$ cat src/rtl/irq_dispatch.sv
// irq_dispatch: sequential front end for the 8:3 priority-encoder stage.
//
// Raw request lines are edge-detected. Each 0->1 transition latches a
// pending bit. Pending bits that pass the per-source mask are eligible, and
// the highest-index eligible source is offered downstream over a valid/ready
// handshake. When the offer is accepted, that source's pending bit is
// cleared. A sticky per-source flag records any request that arrives while
// the same source is still pending.
//
// Ports:
//   clk        in   clock; all state changes on the rising edge
//   rst        in   asynchronous, active-high reset
//   req        in   [N-1:0] raw request lines (rising edge = request)
//   mask       in   [N-1:0] per-source enable (1 = eligible for dispatch)
//   ena        in   dispatch enable (0 = no new offer is started)
//   irq_valid  out  offer valid
//   irq_id     out  [ID_W-1:0] index of the offered source
//   irq_ready  in   consumer accepts the offer
//   pend       out  [N-1:0] pending register, direct from flops
//   ovf        out  [N-1:0] sticky per-source lost-request flags
//   clr_ovf    in   clears all ovf bits (a same-cycle set wins)
//
// Build option:
//   IRQ_DISPATCH_SYNC_EN  when defined, req passes through a 2-flop
//                         synchronizer ahead of edge detect. This adds
//                         2 cycles of request latency.

module irq_dispatch #(
    parameter int N    = 8,
    parameter int ID_W = 3
) (
    input  logic            clk,
    input  logic            rst,
    input  logic [N-1:0]    req,
    input  logic [N-1:0]    mask,
    input  logic            ena,
    output logic            irq_valid,
    output logic [ID_W-1:0] irq_id,
    input  logic            irq_ready,
    output logic [N-1:0]    pend,
    output logic [N-1:0]    ovf,
    input  logic            clr_ovf
);

    typedef enum logic {
        IDLE  = 1'b0,
        OFFER = 1'b1
    } state_t;

    state_t          state_q, state_d;
    logic [N-1:0]    req_s;
    logic [N-1:0]    req_q;
    logic [N-1:0]    rise;
    logic [N-1:0]    pend_q, pend_d;
    logic [N-1:0]    ovf_q, ovf_d;
    logic [N-1:0]    elig;
    logic [N-1:0]    clr_vec;
    logic [ID_W-1:0] id_q, id_d;
    logic [ID_W-1:0] sel;
    logic            any_elig;
    logic            accept;

`ifdef IRQ_DISPATCH_SYNC_EN
    logic [N-1:0] sync1_q, sync2_q;

    always_ff @(posedge clk or posedge rst) begin
        if (rst) begin
            sync1_q <= '0;
            sync2_q <= '0;
        end else begin
            sync1_q <= req;
            sync2_q <= sync1_q;
        end
    end

    assign req_s = sync2_q;
`else
    assign req_s = req;
`endif

    // Edge detect: a level held high produces exactly one rise.
    always_ff @(posedge clk or posedge rst) begin
        if (rst) begin
            req_q <= '0;
        end else begin
            req_q <= req_s;
        end
    end

    assign rise     = req_s & ~req_q;
    assign elig     = pend_q & mask;
    assign any_elig = |elig;
    assign accept   = (state_q == OFFER) && irq_ready;

    // Highest-index eligible source wins: later iterations override earlier ones.
    always_comb begin
        sel = '0;
        for (int unsigned i = 0; i < N; i++) begin
            if (elig[i]) begin
                sel = ID_W'(i);
            end
        end
    end

    // One-hot mask of the bit being served this cycle, empty when no accept.
    always_comb begin
        clr_vec = '0;
        for (int unsigned i = 0; i < N; i++) begin
            if (accept && (id_q == ID_W'(i))) begin
                clr_vec[i] = 1'b1;
            end
        end
    end

    // A set overrides a clear in the same cycle. A re-rise on the served bit
    // is therefore a fresh request, not a lost one.
    assign pend_d = rise | (pend_q & ~clr_vec);
    assign ovf_d  = (rise & pend_q & ~clr_vec) | (ovf_q & {N{~clr_ovf}});

    always_ff @(posedge clk or posedge rst) begin
        if (rst) begin
            pend_q <= '0;
            ovf_q  <= '0;
        end else begin
            pend_q <= pend_d;
            ovf_q  <= ovf_d;
        end
    end

    // Dispatch FSM: an offer, once made, ignores mask/ena/req until accepted.
    always_ff @(posedge clk or posedge rst) begin
        if (rst) begin
            state_q <= IDLE;
            id_q    <= '0;
        end else begin
            state_q <= state_d;
            id_q    <= id_d;
        end
    end

    always_comb begin
        state_d   = state_q;
        id_d      = id_q;
        irq_valid = 1'b0;
        case (state_q)
            IDLE: begin
                if (ena && any_elig) begin
                    id_d    = sel;
                    state_d = OFFER;
                end
            end
            OFFER: begin
                irq_valid = 1'b1;
                if (irq_ready) begin
                    state_d = IDLE;
                end
            end
            default: begin
                state_d = IDLE;
            end
        endcase
    end

    assign irq_id = id_q;
    assign pend   = pend_q;
    assign ovf    = ovf_q;

endmodule

$ cat config.mk
export PLATFORM = sky130hd
export DESIGN_NAME = irq_dispatch
export DESIGN_NICKNAME = d
export VERILOG_FILES = /design/src/rtl/irq_dispatch.sv
export SDC_FILE = /design/constraint.sdc
export NUM_CORES = 1
export LEC_CHECK = 0
export ABC_AREA = 1
export BUFFER_PORTS_ARGS = -buffer_cell sky130_fd_sc_hd__buf_4
export CORE_UTILIZATION = 46
export CTS_CLUSTER_SIZE = 14
export DETAILED_ROUTE_END_ITERATION = 6
export PLACE_DENSITY = 0.75
export SYNTH_ARGS = -nofsm -noshare
export SYNTH_HDL_FRONTEND = slang
export SYNTH_SLANG_ARGS = --single-unit
$ cat constraint.sdc
create_clock -name clk -period 1.35 [get_ports clk]
set_clock_uncertainty 0.2 [all_clocks]
set_input_delay 0.27 -clock clk [delete_from_list [all_inputs] [get_ports clk]]
set_output_delay 0.27 -clock clk [all_outputs]
set_load 0.05 [all_outputs]
==> results.md <==
* Outcome: complete, but fails checks
* Failing checks: setup timing
* Final hold slack at 0.04231 ns
* Post-synth top area share at 61.27%
* Area contributors post-synth: dfrtp_1 (61%), nand2_1 (16%), inv_1 (7.9%), o22ai_1 (4.4%), nor2_1 (2.3%)
* Worst slew margin at 76.15%
* Max Root-Sink Buffers at 2
* Final wirelength at 2891 um
* DP HPWL at 1843 um
* GRT Residual Overflow at 0
* WS Path Type: reg -> out
* Fill cell count at 155
* Yosys warns at 0
* Final net count at 217
* Mean Syn Cell Area at 8.730 um^2
* Final period utilization at 104.0%
* Routed Antenna Nets at 0
* Hold Path Class: in -> reg
* Met3 WL at 114 um
* Htree depth at 1
* Root cell of the clock tree: clkbuf_4
* ANT cells at 0
* Worst Path Required at 0.88 ns
* Reg-to-reg setup timing slack at -0.03 ns
* Vias in the first global route at 1097
* I/O pins at 41
* Row count at 17
* Worst-skew pair later-pin latency at 0.32 ns
* EDFF count, synth at 0
* Initial antenna violation count at 0
* Actual slew at the worst max-slew pin at 0.3577 ns
* DIE HEIGHT at 51.86 um
* Async set-reset flop share out of synthesis at 100.0%
* Pre-CTS WS at 0.03929 ns
* R2R cell count at 8
* Synth area leader: dfrtp_1
* Post-synth top cells: nand2_1 (49), dfrtp_1 (28), inv_1 (24)
* Post-synthesis sequential area ratio at 61.27%
* Worst Hold Endpoint: irq_id[0]
* CP max stage cell: dfrtp_2
* Die Area at 2689 um^2
* Post-layout min period at 1.404 ns
* Top Layer Used: met4
* Total GRT Usage at 24.75%
* Synthesized net count at 152
* DIE WIDTH at 51.86 um
* Worst EP arrival at 0.93 ns
* Final count of negative-setup-slack endpoints at 21
* CTS tree: yes
* Area of placed instances at 1498 um^2
* VDD IR max at 938.9 uV
* Vias per cell at 4.843
* Largest net degree at the start of global routing at 29
* Synthesized cell area at 1144 um^2
* Share of cells above drive strength 1 at 45.13%
* Metal2 WL at 1576 um
* CP max stage delay at 0.46 ns
* Distinct cells, synth at 14
* Metal-1 WL at 1143 um
* DRC at 0
* Max cap viols at 0
* Flops & latches, synth at 28
* HP Start: mask[6]
* CTS clk-pin slew, worst paths at 0.14 ns
* Reg2reg start: pend[1]
* DR WL/cell at 12.96 um
* Crit path cell chain: buf_6
* Max frequency at 712.3 MHz
* Final Wtd Congestion at 0.8030
* Area grow syn2layout at 61.49%
* Crit. End Element: output port
* Final slew viol count at 0
* PwrDens at 1428 nW/um^2
* Setup ws final at -0.05387 ns
* Buf/Inv on CP at 1
* TNS Setup at -0.6251 ns
* Cell with the most instances after synthesis: nand2_1
* Leakage at 0.9536 nW
* Ys flop type: dfrtp_1
* Critical path peak fanout at 3
* Hold-critical path depth at 4
* Global-route wire length before repair at 4726 um
* Final hold violations at 0
* Port Buffer Count at 40
* Post-Synthesis Cells at 131
* Initial DRC count at 12
* Vias at 1080
* CTS buffer count at 3
* Core area at 2276 um^2
* RSZ-0062 raised after global routing: yes
* Initial DRT Pass Iterations at 4
* Clock sink count at 28
* Fin area at 1847 um^2
* Initial Util at 50.25%
* Delay-heaviest family, CP: flip-flops
* R2r endpoint: irq_id[0]
* Worst Setup Start Kind: flip-flop
* Fin util at 81.14%
-- how the worst max path moves through the flow --
| stage | from | endpoint | slack [ns] | depth (start not counted) |
|---|---|---|---|---|
| 4_1_cts | pend[2] | pend[2] | -0.06 | 1 |
| 3_3_place_gp | pend[3] | irq_id[0] | 0.08 | 6 |
| 5_1_grt | pend[5] | pend[5] | -0.1 | 1 |
| 2_1_floorplan | pend[3] | irq_id[0] | -0.03 | 6 |
| 6_report | pend[4] | pend[4] | -0.05 | 1 |
| 3_5_place_dp | pend[3] | irq_id[0] | 0.04 | 6 |
-- per-stage QoR --
step                      total power [W]  std cells
after global routing             0.002776        223
after detailed placement         0.001987        199
final                            0.002638        223
after CTS                        0.002570        220
after global placement           0.001969        199
after floorplan                  0.001688        131
-- flip-flops by register name, summed over array words and instances, names as in the netlist --
signal / count
irq_id: 3
ovf: 8
pend: 8
req_q: 8
state_q: 1
-- cell type report --
class                   instances  area (um^2)  share of cell area (%)
repair buffers                 61        564.3                   30.56
well taps                      28        35.03                   1.897
flip-flops and latches         28        715.7                   38.75
clock buffers                   4        36.28                   1.965
inverters                      24        90.09                   4.878
multi-input cells              78        405.4                   21.95
-- cell families after synthesis --
logic type | share of synthesized area [%]
AO/OA/AOI/OAI | 7.440
buffers and inverters | 8.206
flip-flops | 61.27
AND/OR/NAND/NOR | 23.09
-- cells in the final DEF, fill, tap and decap left out --
| cell | count |
|---|---|
| nand2_2 | 13 |
| nor2_4 | 4 |
| clkbuf_8 | 1 |
| buf_6 | 21 |
| a31oi_1 | 1 |
| clkbuf_4 | 3 |
| nand2_1 | 40 |
| buf_4 | 29 |
| o22ai_1 | 8 |
| a21oi_2 | 1 |
| nand3_1 | 1 |
| o21ai_1 | 2 |
| dfrtp_1 | 16 |
| dfrtp_2 | 12 |
| nand2_4 | 1 |
| inv_1 | 24 |
| nor2_1 | 3 |
| o21ai_2 | 1 |
| dlygate4sd3_1 | 11 |
| nor2_2 | 2 |
| a21oi_1 | 1 |
-- layer usage --
metal  global-route usage, %  vias to the layer above
met1                   29.12                      516
met4                   10.81                        0
li1                        -                      525
met2                   42.95                       31
met5                       0                        -
met3                   5.263                        8
-- power breakdown --
group          internal (W)  leakage (nW)  total, W  switching, W
combinational      0.000451         0.627   0.00118      0.000729
clock              0.000165        0.0210  0.000395      0.000230
sequential         0.000969         0.305   0.00106     0.0000932
-- what timing repair did --
action / 4_1_cts / 5_1_grt
pin swaps: 0 / 3
resized for setup: 21 / 21
hold buffers: 10 / 1
setup endpoints to repair: 20 / 39
setup buffers: 7 / 2
hold endpoints to repair: 45 / 1
Note: power is estimated with default switching activity, not from simulation.
